==> src/rtl/alu_rr_sequencer.sv <==
// rtl/alu_rr_sequencer.sv - round-robin shared ALU sequencer with a tagged response port
//
// Purpose: arbitrates two valid/ready requesters onto one ALU. A granted op is
// latched in IDLE, evaluated in EXEC, and its result is held in RESP until accepted.
// FSM: IDLE -> EXEC -> RESP -> IDLE.
// Ports:
//   clk, rst                  clock, synchronous active-high reset
//   reqN_valid/ready          requester N handshake (N = 0, 1)
//   reqN_a, reqN_b, reqN_ctrl requester N operands and op code
//   rsp_valid/ready           response handshake
//   rsp_id                    requester that owns the response
//   rsp_data, rsp_zero/ovf/cout  ALU result and flags
//   stat_cnt0/1               saturating grant counters
// Optional feature: ALU_RR_STATS_EN builds the grant counters; otherwise they read 0.

module alu_rr_alu #(
    parameter int WIDTH = 32
) (
    input  logic [3:0]       ctrl,
    input  logic [WIDTH-1:0] a,
    input  logic [WIDTH-1:0] b,
    output logic [WIDTH-1:0] result,
    output logic             zero,
    output logic             ovf,
    output logic             cout
);
    logic [WIDTH:0]   sum;
    logic [WIDTH-1:0] diff;

    assign sum  = {1'b0, a} + {1'b0, b};
    assign diff = a - b;

    always_comb begin
        result = sum[WIDTH-1:0];
        ovf    = 1'b0;
        cout   = 1'b0;
        case (ctrl)
            4'b0000: result = a & b;
            4'b0001: result = a | b;
            4'b0110: begin
                result = diff;
                // Operands of differing sign whose difference flips away from a.
                ovf    = (a[WIDTH-1] != b[WIDTH-1]) && (diff[WIDTH-1] != a[WIDTH-1]);
            end
            4'b0111: result = {{(WIDTH-1){1'b0}}, ($signed(a) < $signed(b))};
            4'b1100: result = ~(a | b);
            4'b1111: result = {{(WIDTH-1){1'b0}}, (a == b)};
            default: begin
                // 0010 and every unassigned code execute as ADD.
                result = sum[WIDTH-1:0];
                cout   = sum[WIDTH];
                ovf    = (a[WIDTH-1] == b[WIDTH-1]) && (sum[WIDTH-1] != a[WIDTH-1]);
            end
        endcase
        zero = (result == '0);
    end
endmodule

module alu_rr_sequencer #(
    parameter int WIDTH  = 32,
    parameter int STAT_W = 16
) (
    input  logic              clk,
    input  logic              rst,
    input  logic              req0_valid,
    output logic              req0_ready,
    input  logic [WIDTH-1:0]  req0_a,
    input  logic [WIDTH-1:0]  req0_b,
    input  logic [3:0]        req0_ctrl,
    input  logic              req1_valid,
    output logic              req1_ready,
    input  logic [WIDTH-1:0]  req1_a,
    input  logic [WIDTH-1:0]  req1_b,
    input  logic [3:0]        req1_ctrl,
    output logic              rsp_valid,
    input  logic              rsp_ready,
    output logic              rsp_id,
    output logic [WIDTH-1:0]  rsp_data,
    output logic              rsp_zero,
    output logic              rsp_ovf,
    output logic              rsp_cout,
    output logic [STAT_W-1:0] stat_cnt0,
    output logic [STAT_W-1:0] stat_cnt1
);
    typedef enum logic [1:0] {S_IDLE, S_EXEC, S_RESP} state_t;

    state_t           state_q, state_d;
    logic             last_grant_q, last_grant_d;
    logic [WIDTH-1:0] op_a_q, op_a_d, op_b_q, op_b_d;
    logic [3:0]       op_ctrl_q, op_ctrl_d;
    logic             op_id_q, op_id_d;
    logic             rsp_valid_q, rsp_valid_d;
    logic             rsp_id_q, rsp_id_d;
    logic [WIDTH-1:0] rsp_data_q, rsp_data_d;
    logic             rsp_zero_q, rsp_zero_d;
    logic             rsp_ovf_q, rsp_ovf_d;
    logic             rsp_cout_q, rsp_cout_d;

    logic             grant0, grant1;
    logic [WIDTH-1:0] alu_result;
    logic             alu_zero, alu_ovf, alu_cout;

    // On a tie the requester that did not win last time is granted.
    assign grant0 = req0_valid && (!req1_valid || last_grant_q);
    assign grant1 = req1_valid && (!req0_valid || !last_grant_q);

    assign req0_ready = (state_q == S_IDLE) && grant0;
    assign req1_ready = (state_q == S_IDLE) && grant1;

    alu_rr_alu #(.WIDTH(WIDTH)) u_alu (
        .ctrl   (op_ctrl_q),
        .a      (op_a_q),
        .b      (op_b_q),
        .result (alu_result),
        .zero   (alu_zero),
        .ovf    (alu_ovf),
        .cout   (alu_cout)
    );

    always_comb begin
        state_d      = state_q;
        last_grant_d = last_grant_q;
        op_a_d       = op_a_q;
        op_b_d       = op_b_q;
        op_ctrl_d    = op_ctrl_q;
        op_id_d      = op_id_q;
        rsp_valid_d  = rsp_valid_q;
        rsp_id_d     = rsp_id_q;
        rsp_data_d   = rsp_data_q;
        rsp_zero_d   = rsp_zero_q;
        rsp_ovf_d    = rsp_ovf_q;
        rsp_cout_d   = rsp_cout_q;
        case (state_q)
            S_IDLE: begin
                if (grant0 || grant1) begin
                    op_a_d       = grant1 ? req1_a    : req0_a;
                    op_b_d       = grant1 ? req1_b    : req0_b;
                    op_ctrl_d    = grant1 ? req1_ctrl : req0_ctrl;
                    op_id_d      = grant1;
                    last_grant_d = grant1;
                    state_d      = S_EXEC;
                end
            end
            S_EXEC: begin
                rsp_data_d  = alu_result;
                rsp_zero_d  = alu_zero;
                rsp_ovf_d   = alu_ovf;
                rsp_cout_d  = alu_cout;
                rsp_id_d    = op_id_q;
                rsp_valid_d = 1'b1;
                state_d     = S_RESP;
            end
            S_RESP: begin
                // Data and flags are left as-is after acceptance.
                if (rsp_ready) begin
                    rsp_valid_d = 1'b0;
                    state_d     = S_IDLE;
                end
            end
            default: state_d = S_IDLE;
        endcase
    end

    always_ff @(posedge clk) begin
        if (rst) begin
            state_q      <= S_IDLE;
            last_grant_q <= 1'b1;
            op_a_q       <= '0;
            op_b_q       <= '0;
            op_ctrl_q    <= '0;
            op_id_q      <= 1'b0;
            rsp_valid_q  <= 1'b0;
            rsp_id_q     <= 1'b0;
            rsp_data_q   <= '0;
            rsp_zero_q   <= 1'b0;
            rsp_ovf_q    <= 1'b0;
            rsp_cout_q   <= 1'b0;
        end else begin
            state_q      <= state_d;
            last_grant_q <= last_grant_d;
            op_a_q       <= op_a_d;
            op_b_q       <= op_b_d;
            op_ctrl_q    <= op_ctrl_d;
            op_id_q      <= op_id_d;
            rsp_valid_q  <= rsp_valid_d;
            rsp_id_q     <= rsp_id_d;
            rsp_data_q   <= rsp_data_d;
            rsp_zero_q   <= rsp_zero_d;
            rsp_ovf_q    <= rsp_ovf_d;
            rsp_cout_q   <= rsp_cout_d;
        end
    end

    assign rsp_valid = rsp_valid_q;
    assign rsp_id    = rsp_id_q;
    assign rsp_data  = rsp_data_q;
    assign rsp_zero  = rsp_zero_q;
    assign rsp_ovf   = rsp_ovf_q;
    assign rsp_cout  = rsp_cout_q;

`ifdef ALU_RR_STATS_EN
    logic [STAT_W-1:0] stat_cnt0_q, stat_cnt0_d, stat_cnt1_q, stat_cnt1_d;

    always_comb begin
        stat_cnt0_d = stat_cnt0_q;
        stat_cnt1_d = stat_cnt1_q;
        if (req0_valid && req0_ready && (stat_cnt0_q != '1)) stat_cnt0_d = stat_cnt0_q + 1'b1;
        if (req1_valid && req1_ready && (stat_cnt1_q != '1)) stat_cnt1_d = stat_cnt1_q + 1'b1;
    end

    always_ff @(posedge clk) begin
        if (rst) begin
            stat_cnt0_q <= '0;
            stat_cnt1_q <= '0;
        end else begin
            stat_cnt0_q <= stat_cnt0_d;
            stat_cnt1_q <= stat_cnt1_d;
        end
    end

    assign stat_cnt0 = stat_cnt0_q;
    assign stat_cnt1 = stat_cnt1_q;
`else
    assign stat_cnt0 = '0;
    assign stat_cnt1 = '0;
`endif
endmodule

==> config.mk <==
export PLATFORM = sky130hd
export DESIGN_NAME = alu_rr_sequencer
export DESIGN_NICKNAME = d
export VERILOG_FILES = /design/src/rtl/alu_rr_sequencer.sv
export SDC_FILE = /design/constraint.sdc
export NUM_CORES = 1
export LEC_CHECK = 0
export BUFFER_PORTS_ARGS = -buffer_cell sky130_fd_sc_hd__clkbuf_2
export CELL_PAD_IN_SITES_DETAIL_PLACEMENT = 2
export CELL_PAD_IN_SITES_GLOBAL_PLACEMENT = 2
export CORE_MARGIN = 3
export CORE_UTILIZATION = 34
export CTS_CLUSTER_SIZE = 40
export DETAILED_ROUTE_END_ITERATION = 12
export PLACE_DENSITY = 0.89
export SLEW_MARGIN = 5
export SYNTH_ARGS = -nofsm -noshare
export SYNTH_HDL_FRONTEND = slang
export SYNTH_HIERARCHICAL = 1
export SYNTH_SLANG_ARGS = --single-unit
==> constraint.sdc <==
create_clock -name clk -period 11.4 [get_ports clk]
set_input_delay 1.14 -clock clk [delete_from_list [all_inputs] [get_ports clk]]
set_output_delay 1.14 -clock clk [all_outputs]
set_load 0.02 [all_outputs]
==> impl_metrics.yaml, run 1 <==
status:
  status: "complete, no violations"
timing:
  fin_setup_tns_ns: 0
  setup_viol: 0
  fin_crit_ns: 4.73
  fin_skew_ns: 0.0116
  finalHoldViolations: 0
  fmax_mhz: 211
  rsz0062_at_grt: "no"
  final_max_slew_viol_count: 0
  worst_slew_pin_slew_ns: 1.01
  fin_crit_sh: 0.415
  relSlewSlack: 0.323
synthesis:
  synth-edff-count: 0
  synth_cells: 1524
  yosys_warnings: 6
  yosys_register_bits: 109
  netlist_area_sq_um: 10700
  ys_types: 89
  seq_area_frac_synth: 0.203
  async_flop_share: 0
  synth_flop_cell: "dfxtp_1"
  avgSynthCellArea_sq_um: 7.05
grt:
  grt_usage: 0.298
  grt_pass1_wl_um: 79300
  antenna_found_initial: 0
  grt_overflow: 0
  grt_start_max_net_pins: 71
  first_global_vias: 13342
place:
  routabilityCongestion: 0.955
  io_buffer_count: 179
  place_area_sq_um: 11700
  dp_cells: 1999
  dpl.hpwl_um: 39400
clock_network:
  cts_tree: "yes"
  h-tree-depth: 3
  cts-resized-gates: 0
  cts_buffers: 9
  clkTransAtPathRegs_ns: 0.08
  postCtsSetupRepairBufs: 0
  cts-root-buf: "clkbuf_16"
  cts.sinks: 109
  hold_buffers: 0
  clk_path_buf_depth: 2
  clkLatencyLatePin_ns: 0.38
pwr:
  ir_drop_uv: 78.6
  p_per_area_nw_per_um2: 153
  finalPower_w: 0.00182
  power_leakage_nw: 4.95
routing:
  vias_per_cell: 6.21
  drtAntennaViolNets: 0
  routed_wl_um: 51800
  drcViolationCount: 0
  wl_per_cell_um: 25.7
  drtIter0Drc: 1004
  first_pass_iters: 5
  vias: 12516
floorplan:
  start_util: 0.348
  core_area_sq_um: 30800
  rows: 64
  die-width_um: 184
  ios: 212
  fp.dieArea_sq_um: 33800
  die_y_um: 184
finish:
  drive_gt1_frac: 0.158
  syn_to_final_growth_pct: 11.2
  multi_input_area_sq_um: 7570
  n_antenna_cell: 0
  final_cell_count_no_fill: 2015
  design_area_sq_um: 11900
  nets: 1853
  fillerInstances: 3673
  regArea_sq_um: 2180
hold_path:
  min_from: "rsp_data[6]"
  hold_depth: 2
  hold_end: "rsp_data[6]"
  hp-class: "reg -> reg"
setup_path:
  reg2reg_depth: 13
  cp-end-kind: "flip-flop"
  start_kind: "flip-flop"
  path_class: "reg -> reg"
  rr_endpoint: "rsp_zero"
  required_ns: 11.70
  rr_startpoint: "op_ctrl_q[2]"
  worstPathMaxFanout: 30
  cp.arrival_ns: 5.03
  rrSetupSlack_ns: 6.67
run:
  max_cap_violations: 0
[state kept, by name, summed over array words and instances, names as in the netlist]
signal,flops
op_b_q,32
rsp_id,1
rsp_data,32
op_a_q,32
rsp_zero,1
rsp_ovf,1
rsp_valid,1
state_q,2
op_ctrl_q,4
op_id_q,1
rsp_cout,1
last_grant_q,1
[worst max-delay path, cell delays in order, from the launching register on]
cell and delay (ns):
dfxtp_1 0.74, or3b_2 0.85, nor2_1 0.10, o21ai_0 0.56, o311ai_0 0.31, o21bai_1 0.25
a22oi_1 0.22, o211ai_1 0.17, or4_1 0.51, nor4_2 0.28, nand4b_1 0.17, nor4_2 0.26
nand2_1 0.09, a21oi_1 0.13
[through the flow]
| stage | hold WS [ns] | util | setup slack, ns |
|---|---|---|---|
| 3_3_place_gp | 0.444 | 0.378 | 7.12 |
| 5_1_grt | 0.477 | 0.387 | 6.44 |
| 2_1_floorplan | 0.432 | - | 7.71 |
| 3_5_place_dp | 0.451 | 0.378 | 6.90 |
| 4_1_cts | 0.462 | 0.387 | 6.83 |
| 6_report | 0.458 | 0.387 | 6.67 |
[layout make-up]
| cell class | count | share of cell area |
|---|---|---|
| clock buffer | 12 | 0.0215 |
| sequential | 109 | 0.183 |
| multi-input combinational | 1196 | 0.634 |
| clock inverter | 4 | 0.00251 |
| timing repair buffer | 197 | 0.0865 |
| inverter | 101 | 0.0317 |
| tap | 396 | 0.0415 |
[layout by cell type, fill, tap and decap left out, types with 13 or more instances in the layout]
| cell | Yosys | final |
|---|---|---|
| inv_1 | 98 | 98 |
| dfxtp_1 | 109 | 109 |
| o211ai_1 | 13 | 13 |
| o22ai_1 | 24 | 24 |
| nor2_1 | 95 | 94 |
| a21oi_1 | 181 | 181 |
| nor4_1 | 16 | 16 |
| ha_1 | 96 | 96 |
| conb_1 | 1 | 32 |
| nand2_1 | 278 | 278 |
| nor3_1 | 25 | 25 |
| nand4_1 | 15 | 15 |
| a22oi_1 | 35 | 35 |
| clkbuf_2 | 0 | 178 |
| a21o_1 | 14 | 14 |
| a311oi_1 | 62 | 62 |
| buf_4 | 37 | 19 |
| a31oi_1 | 13 | 13 |
| o21ai_0 | 51 | 51 |
| o31ai_1 | 21 | 21 |
[cells by family (layout without fill, tap and decap cells)]
logic type | count (synthesis) | after routing | synth area share
fa+ha+maj | 98 | 98 | 0.116
buf+inv | 250 | 314 | 0.106
compound gates | 547 | 547 | 0.352
mux | 4 | 4 | 0.00408
other cells | 1 | 32 | 0.000349
flops | 109 | 109 | 0.203
xor+xnor | 5 | 5 | 0.00408
simple gates | 510 | 510 | 0.215
[Yosys cell counts (14+ instances only)]
| master | number | area (sq um) |
|---|---|---|
| a311oi_1 | 62 | 543 |
| a21o_1 | 14 | 105 |
| nand2_1 | 278 | 1040 |
| ha_1 | 96 | 1200 |
| o31ai_1 | 21 | 158 |
| o21ai_0 | 51 | 255 |
| nor4_1 | 16 | 100 |
| o22ai_1 | 24 | 150 |
| dfxtp_1 | 109 | 2180 |
| nand4_1 | 15 | 93.8 |
| buf_2 | 23 | 115 |
| clkbuf_1 | 76 | 285 |
| inv_1 | 98 | 368 |
| buf_4 | 37 | 278 |
| nor3_1 | 25 | 125 |
| nor2_1 | 95 | 357 |
| a22oi_1 | 35 | 263 |
| a21oi_1 | 181 | 906 |
[routing by layer]
metal | share of wire | vias to the layer above | track usage
met5 | 0 | - | 0
li1 | - | 5644 | -
met2 | 0.44 | 559 | 0.464
met3 | 0.083 | 81 | 0.0718
met4 | 0.027 | 0 | 0.0953
met1 | 0.45 | 6232 | 0.408
[report_power, final]
group | total (W) | switching (W) | internal (W)
Sequential | 0.000482 | 0.0000562 | 0.000426
Combinational | 0.00101 | 0.000691 | 0.000317
Clock | 0.000332 | 0.000170 | 0.000162
Total | 0.00182 | 0.000917 | 0.000905
[worst max path at each step]
stage | startpoint | to | slack (ns) | cells after the start
6_report | op_ctrl_q[2] | rsp_zero | 6.67 | 13
5_1_grt | op_ctrl_q[2] | rsp_zero | 6.44 | 13
4_1_cts | op_ctrl_q[2] | rsp_zero | 6.83 | 13
3_5_place_dp | op_ctrl_q[2] | rsp_zero | 6.90 | 13
3_3_place_gp | op_ctrl_q[2] | rsp_zero | 7.12 | 13
2_1_floorplan | op_a_q[0] | rsp_zero | 7.71 | 16
Power figures use the tool's default switching activity.
==> inputs of run 2 (changes only) <==
- CORE_UTILIZATION: 34 -> 31
- PLACE_DENSITY: 0.89 -> 0.82
- clock period: 11.4 -> 4.5 ns (I/O delays scaled with it)
==> impl_metrics.yaml, run 2 (same netlist as run 1, synthesis figures left out) <==
status:
  status: "complete, no violations"
setup_path:
  path_class: "reg -> reg"
  worstPathMaxFanout: 7
  start_kind: "flip-flop"
  cp.arrival_ns: 4.64
  cpLargestDelayFamily: "simple AND/OR/NAND/NOR gates"
  crit_cells: 15
  cp-end-kind: "flip-flop"
  crit_slowest_cell: "or4_1"
  path_buf_inv: 1
  required_ns: 4.80
  reg2reg_depth: 15
  cp_slowest_stage_delay_ns: 0.53
  path_cells: "inv_1, ha_1, nor2_1, o21ai_0, a31oi_1, a211oi_1, o211ai_1, o21ai_0, or4_1, or4_1, nor4_2, nand4b_1, nor4_2, nand2_1, a21oi_1"
clock_network:
  hold_buffers: 0
  h-tree-depth: 3
  cts.sinks: 109
  clkLatencyLatePin_ns: 0.38
  clkTransAtPathRegs_ns: 0.08
  clk_path_buf_depth: 2
  cts-root-buf: "clkbuf_16"
  cts_tree: "yes"
  cts_buffers: 9
floorplan:
  rows: 67
  die_y_um: 192
  fp.dieArea_sq_um: 36900
  start_util: 0.317
  ios: 212
  die-width_um: 192
  core_area_sq_um: 33900
routing:
  vias: 12626
  first_pass_iters: 5
  drtIter0Drc: 992
  wl_per_cell_um: 25.1
  routed_wl_um: 53600
  drtAntennaViolNets: 0
  drcViolationCount: 0
  vias_per_cell: 5.92
grt:
  met1_usage: 0.414
  grt_overflow: 0
  grt_most_used_layer: "met2"
  grt_pass1_wl_um: 80600
  grt_usage: 0.284
  use_met2: 0.429
  antenna_found_initial: 0
  use_met3: 0.0484
  grt_start_max_net_pins: 71
  first_global_vias: 13045
finish:
  fin_util: 0.373
  syn_to_final_growth_pct: 17.7
  nets: 1920
  final_common_cell: "nand2_1"
  n_antenna_cell: 0
  drive_gt1_frac: 0.195
  final_cell_mix: "278 x nand2_1, 181 x a21oi_1, 178 x clkbuf_2"
timing:
  fin_crit_sh: 0.964
  rsz0062_at_grt: "no"
  setup_viol: 0
  fin_crit_ns: 4.34
  worst_slew_pin_slew_ns: 0.914
  relSlewSlack: 0.385
  whs_ns: 0.317
  final_max_slew_viol_count: 0
  fmax_mhz: 231
  finalHoldViolations: 0
  fin_skew_ns: 0.0132
run:
  max_cap_violations: 0
pwr:
  power_leakage_nw: 5.33
  p_per_area_nw_per_um2: 387
  ir_drop_uv: 204
place:
  routabilityCongestion: 0.986
  io_buffer_count: 179
  dpl.hpwl_um: 42500
hold_path:
  hp-class: "in -> reg"
  hold_depth: 3
[run 2: cell count changes in the layout (fill, tap and decap cells not counted), sizes merged]
cell,previous run,this run
clkbuf,190,189
clkinv,3,4
buf,19,86
bufinv,0,1
clkinvlp,1,0
[run 2: where the power goes]
| part | internal [W] | switching, W | total [W] |
|---|---|---|---|
| clock network | 0.000470 | 0.000423 | 0.000892 |
| logic | 0.000950 | 0.00184 | 0.00279 |
| registers | 0.00108 | 0.000131 | 0.00121 |
| total | 0.00250 | 0.00239 | 0.00489 |
[run 2: final timing paths]
path	startpoint	to	slack (ns)
worst min register to register	rsp_data[17]	rsp_data[17]	0.46
worst max register to register	op_a_q[14]	rsp_zero	0.16
worst max-delay path	op_a_q[14]	rsp_zero	0.16
worst min-delay path	req1_a[24]	op_a_q[24]	0.32
[run 2: layer usage]
| metal | part of all wire | vias to the layer above |
|---|---|---|
| met5 | 0 | - |
| met4 | 0.021 | 0 |
| met3 | 0.070 | 58 |
| met2 | 0.43 | 482 |
| met1 | 0.48 | 6313 |
| li1 | - | 5773 |
[run 2: what timing repair did]
item,CTS,global route
gates cloned,0,0
pin swaps,0,2
setup buffers,0,0
endpoints found under the setup margin,1,1
resized for setup,1,13
[run 2: per-stage QoR]
stage                     TNS [ns]  power [W]  instances  cell area [sq um]  setup WS, ns
after floorplan                  0    0.00286       1555              10900         0.810
after global placement     -0.0119    0.00379       2118              12200       -0.0119
after detailed placement    -0.141    0.00389       2118              12200        -0.141
after CTS                        0    0.00481       2134              12600      0.000874
after global routing             0    0.00517       2134              12600        0.0123
final                            0    0.00489       2134              12600         0.162
[run 2: worst reg2reg max path, stage by stage (launching register included)]
cell and delay, ns:
dfxtp_1 0.42, inv_1 0.07, ha_1 0.40, nor2_1 0.37
o21ai_0 0.31, a31oi_1 0.38, a211oi_1 0.17, o211ai_1 0.18
o21ai_0 0.15, or4_1 0.53, or4_1 0.43, nor4_2 0.28
nand4b_1 0.15, nor4_2 0.23, nand2_1 0.08, a21oi_1 0.12
[run 2: layout make-up]
type / instances / area (sq um)
fill: 4089 / 21200
multi-input combinational: 1196 / 7640
sequential: 109 / 2180
timing repair buffer: 264 / 1560
tap: 448 / 561
inverter: 101 / 379
clock buffer: 11 / 253
clock inverter: 5 / 65.1
==> inputs of run 3 (changes only) <==
- ABC_AREA: default -> 1
- CORE_UTILIZATION: 31 -> 29
- PLACE_DENSITY: 0.82 -> 0.83
==> impl_metrics.yaml, run 3 <==
synthesis:
  netlist_area_sq_um: 12600
  async_flop_share: 0
  ys_top_cells_by_count: "716 x nand2_1, 379 x inv_1, 355 x nor2_1, 196 x nand3_1, 109 x dfxtp_1"
  post-synth-top-count-cell: "nand2_1"
  synth_cells: 2274
  yosys_warnings: 6
  synth-edff-count: 0
  synth_area_leaders: "nand2_1 21%, dfxtp_1 17%, inv_1 11%"
  synth_top_area_share: 0.214
  seq_area_frac_synth: 0.174
  synth_flop_cell: "dfxtp_1"
  ys_types: 45
  synth_area_leader_cell: "nand2_1"
  yosys_register_bits: 109
  avgSynthCellArea_sq_um: 5.52
clock_network:
  cts.sinks: 109
  clk_path_buf_depth: 2
  hold_buffers: 0
  cts_buffers: 9
  cts-resized-gates: 0
  cts-root-buf: "clkbuf_16"
  clkTransAtPathRegs_ns: 0.09
  postCtsSetupRepairBufs: 0
  clkLatencyLatePin_ns: 0.39
  h-tree-depth: 3
  cts_tree: "yes"
floorplan:
  die-width_um: 214
  die_y_um: 214
  start_util: 0.297
  core_area_sq_um: 42300
  ios: 212
  fp.dieArea_sq_um: 45800
  rows: 75
routing:
  vias: 14646
  drtIter0Drc: 819
  vias_per_cell: 4.95
  first_pass_iters: 5
  drcViolationCount: 0
  routed_wl_um: 60200
  drtAntennaViolNets: 0
  wl_per_cell_um: 20.4
setup_path:
  required_ns: 4.79
  cp-end-kind: "flip-flop"
  cp.arrival_ns: 3.67
  path_class: "reg -> reg"
  rrSetupSlack_ns: 1.12
  worstPathMaxFanout: 23
  endpoint: "rsp_zero"
  start_kind: "flip-flop"
  rr_startpoint: "op_ctrl_q[3]"
  reg2reg_depth: 13
  crit_start: "op_ctrl_q[3]"
  rr_endpoint: "rsp_zero"
timing:
  relSlewSlack: 0.0851
  final_max_slew_viol_count: 0
  rsz0062_at_grt: "no"
  worst_slew_pin_slew_ns: 1.37
  fin_skew_ns: 0.0197
  fmax_mhz: 295
  fin_crit_ns: 3.38
  setup_viol: 0
  finalHoldViolations: 0
  whs_ns: 0.303
  fin_setup_tns_ns: 0
  fin_crit_sh: 0.752
grt:
  grt_overflow: 0
  grt_usage: 0.259
  grt_pass1_wl_um: 93100
  antenna_found_initial: 1
  first_global_vias: 16014
  grt_start_max_net_pins: 98
finish:
  nets: 2617
  syn_to_final_growth_pct: 10.4
  n_antenna_cell: 0
  drive_gt1_frac: 0.127
  fin_util: 0.327
  fillerInstances: 5511
  final_common_cell: "nand2_1"
  final_cell_mix: "715 x nand2_1, 378 x inv_1, 353 x nor2_1"
run:
  max_cap_violations: 0
hold_path:
  hp-class: "in -> reg"
  min_from: "rst"
place:
  io_buffer_count: 179
  routabilityCongestion: 0.987
  dpl.hpwl_um: 49400
pwr:
  ir_drop_uv: 194
  p_per_area_nw_per_um2: 387
  power_leakage_nw: 7.93
  finalPower_w: 0.00537
status:
  status: "complete, no violations"
run 3: power by group:
| part | switching, W | internal (W) |
|---|---|---|
| Sequential | 0.000141 | 0.00110 |
| Clock | 0.000408 | 0.000484 |
| Combinational | 0.00235 | 0.000884 |
run 3: per-stage QoR:
step,instance area [sq um],std cells,worst slack (ns)
floorplan,12700,2305,2.20
global placement,13600,2944,1.17
detailed placement,13600,2944,1.11
CTS,13900,2958,1.10
global route,13900,2958,0.893
finish,13900,2958,1.12
run 3: cell families (layout without fill, tap and decap cells):
kind of cell    Yosys count  in the layout  synth area share
compound gates          161            161            0.0759
xor+xnor                  8              8           0.00558
fa+ha+maj                98             98            0.0989
buf+inv                 526            602             0.187
flops                   109            109             0.174
other cells               1             32          0.000299
simple gates           1371           1371             0.458
run 3: critical path: stages (launching register included):
cell	delay, ns
dfxtp_1	0.37
nor2_2	0.27
nand3_1	0.99
buf_4	0.55
o21ai_0	0.21
inv_1	0.07
a31oi_1	0.27
inv_1	0.08
nand3_1	0.13
nor2_1	0.06
nand2_1	0.06
nor2_2	0.04
nor2_1	0.10
nor2_1	0.07
run 3: worst min path at each step:
stage | to | slack [ns] | depth (start not counted)
floorplan | op_id_q | 0.44 | 2
finish | op_id_q | 0.30 | 2
detailed placement | op_id_q | 0.48 | 2
global route | op_id_q | 0.31 | 2
global placement | op_id_q | 0.46 | 2
CTS | op_id_q | 0.30 | 2
run 3: final cells by class:
| class | instances | area [sq um] | area share |
|---|---|---|---|
| multi-input cells | 1670 | 8150 | 0.588 |
| repair buffers | 190 | 1000 | 0.0724 |
| clock inverters | 4 | 73.8 | 0.00533 |
| well taps | 577 | 722 | 0.0521 |
| inverters | 398 | 1490 | 0.108 |
| flip-flops and latches | 109 | 2180 | 0.157 |
| clock buffers | 10 | 229 | 0.0165 |
run 3: metal layers:
metal | track usage | share of wire | up-vias
li1 | - | - | 7018
met1 | 0.354 | 0.47 | 7208
met2 | 0.434 | 0.46 | 355
met3 | 0.0337 | 0.048 | 65
met4 | 0.0585 | 0.018 | 0
met5 | 0 | 0 | -
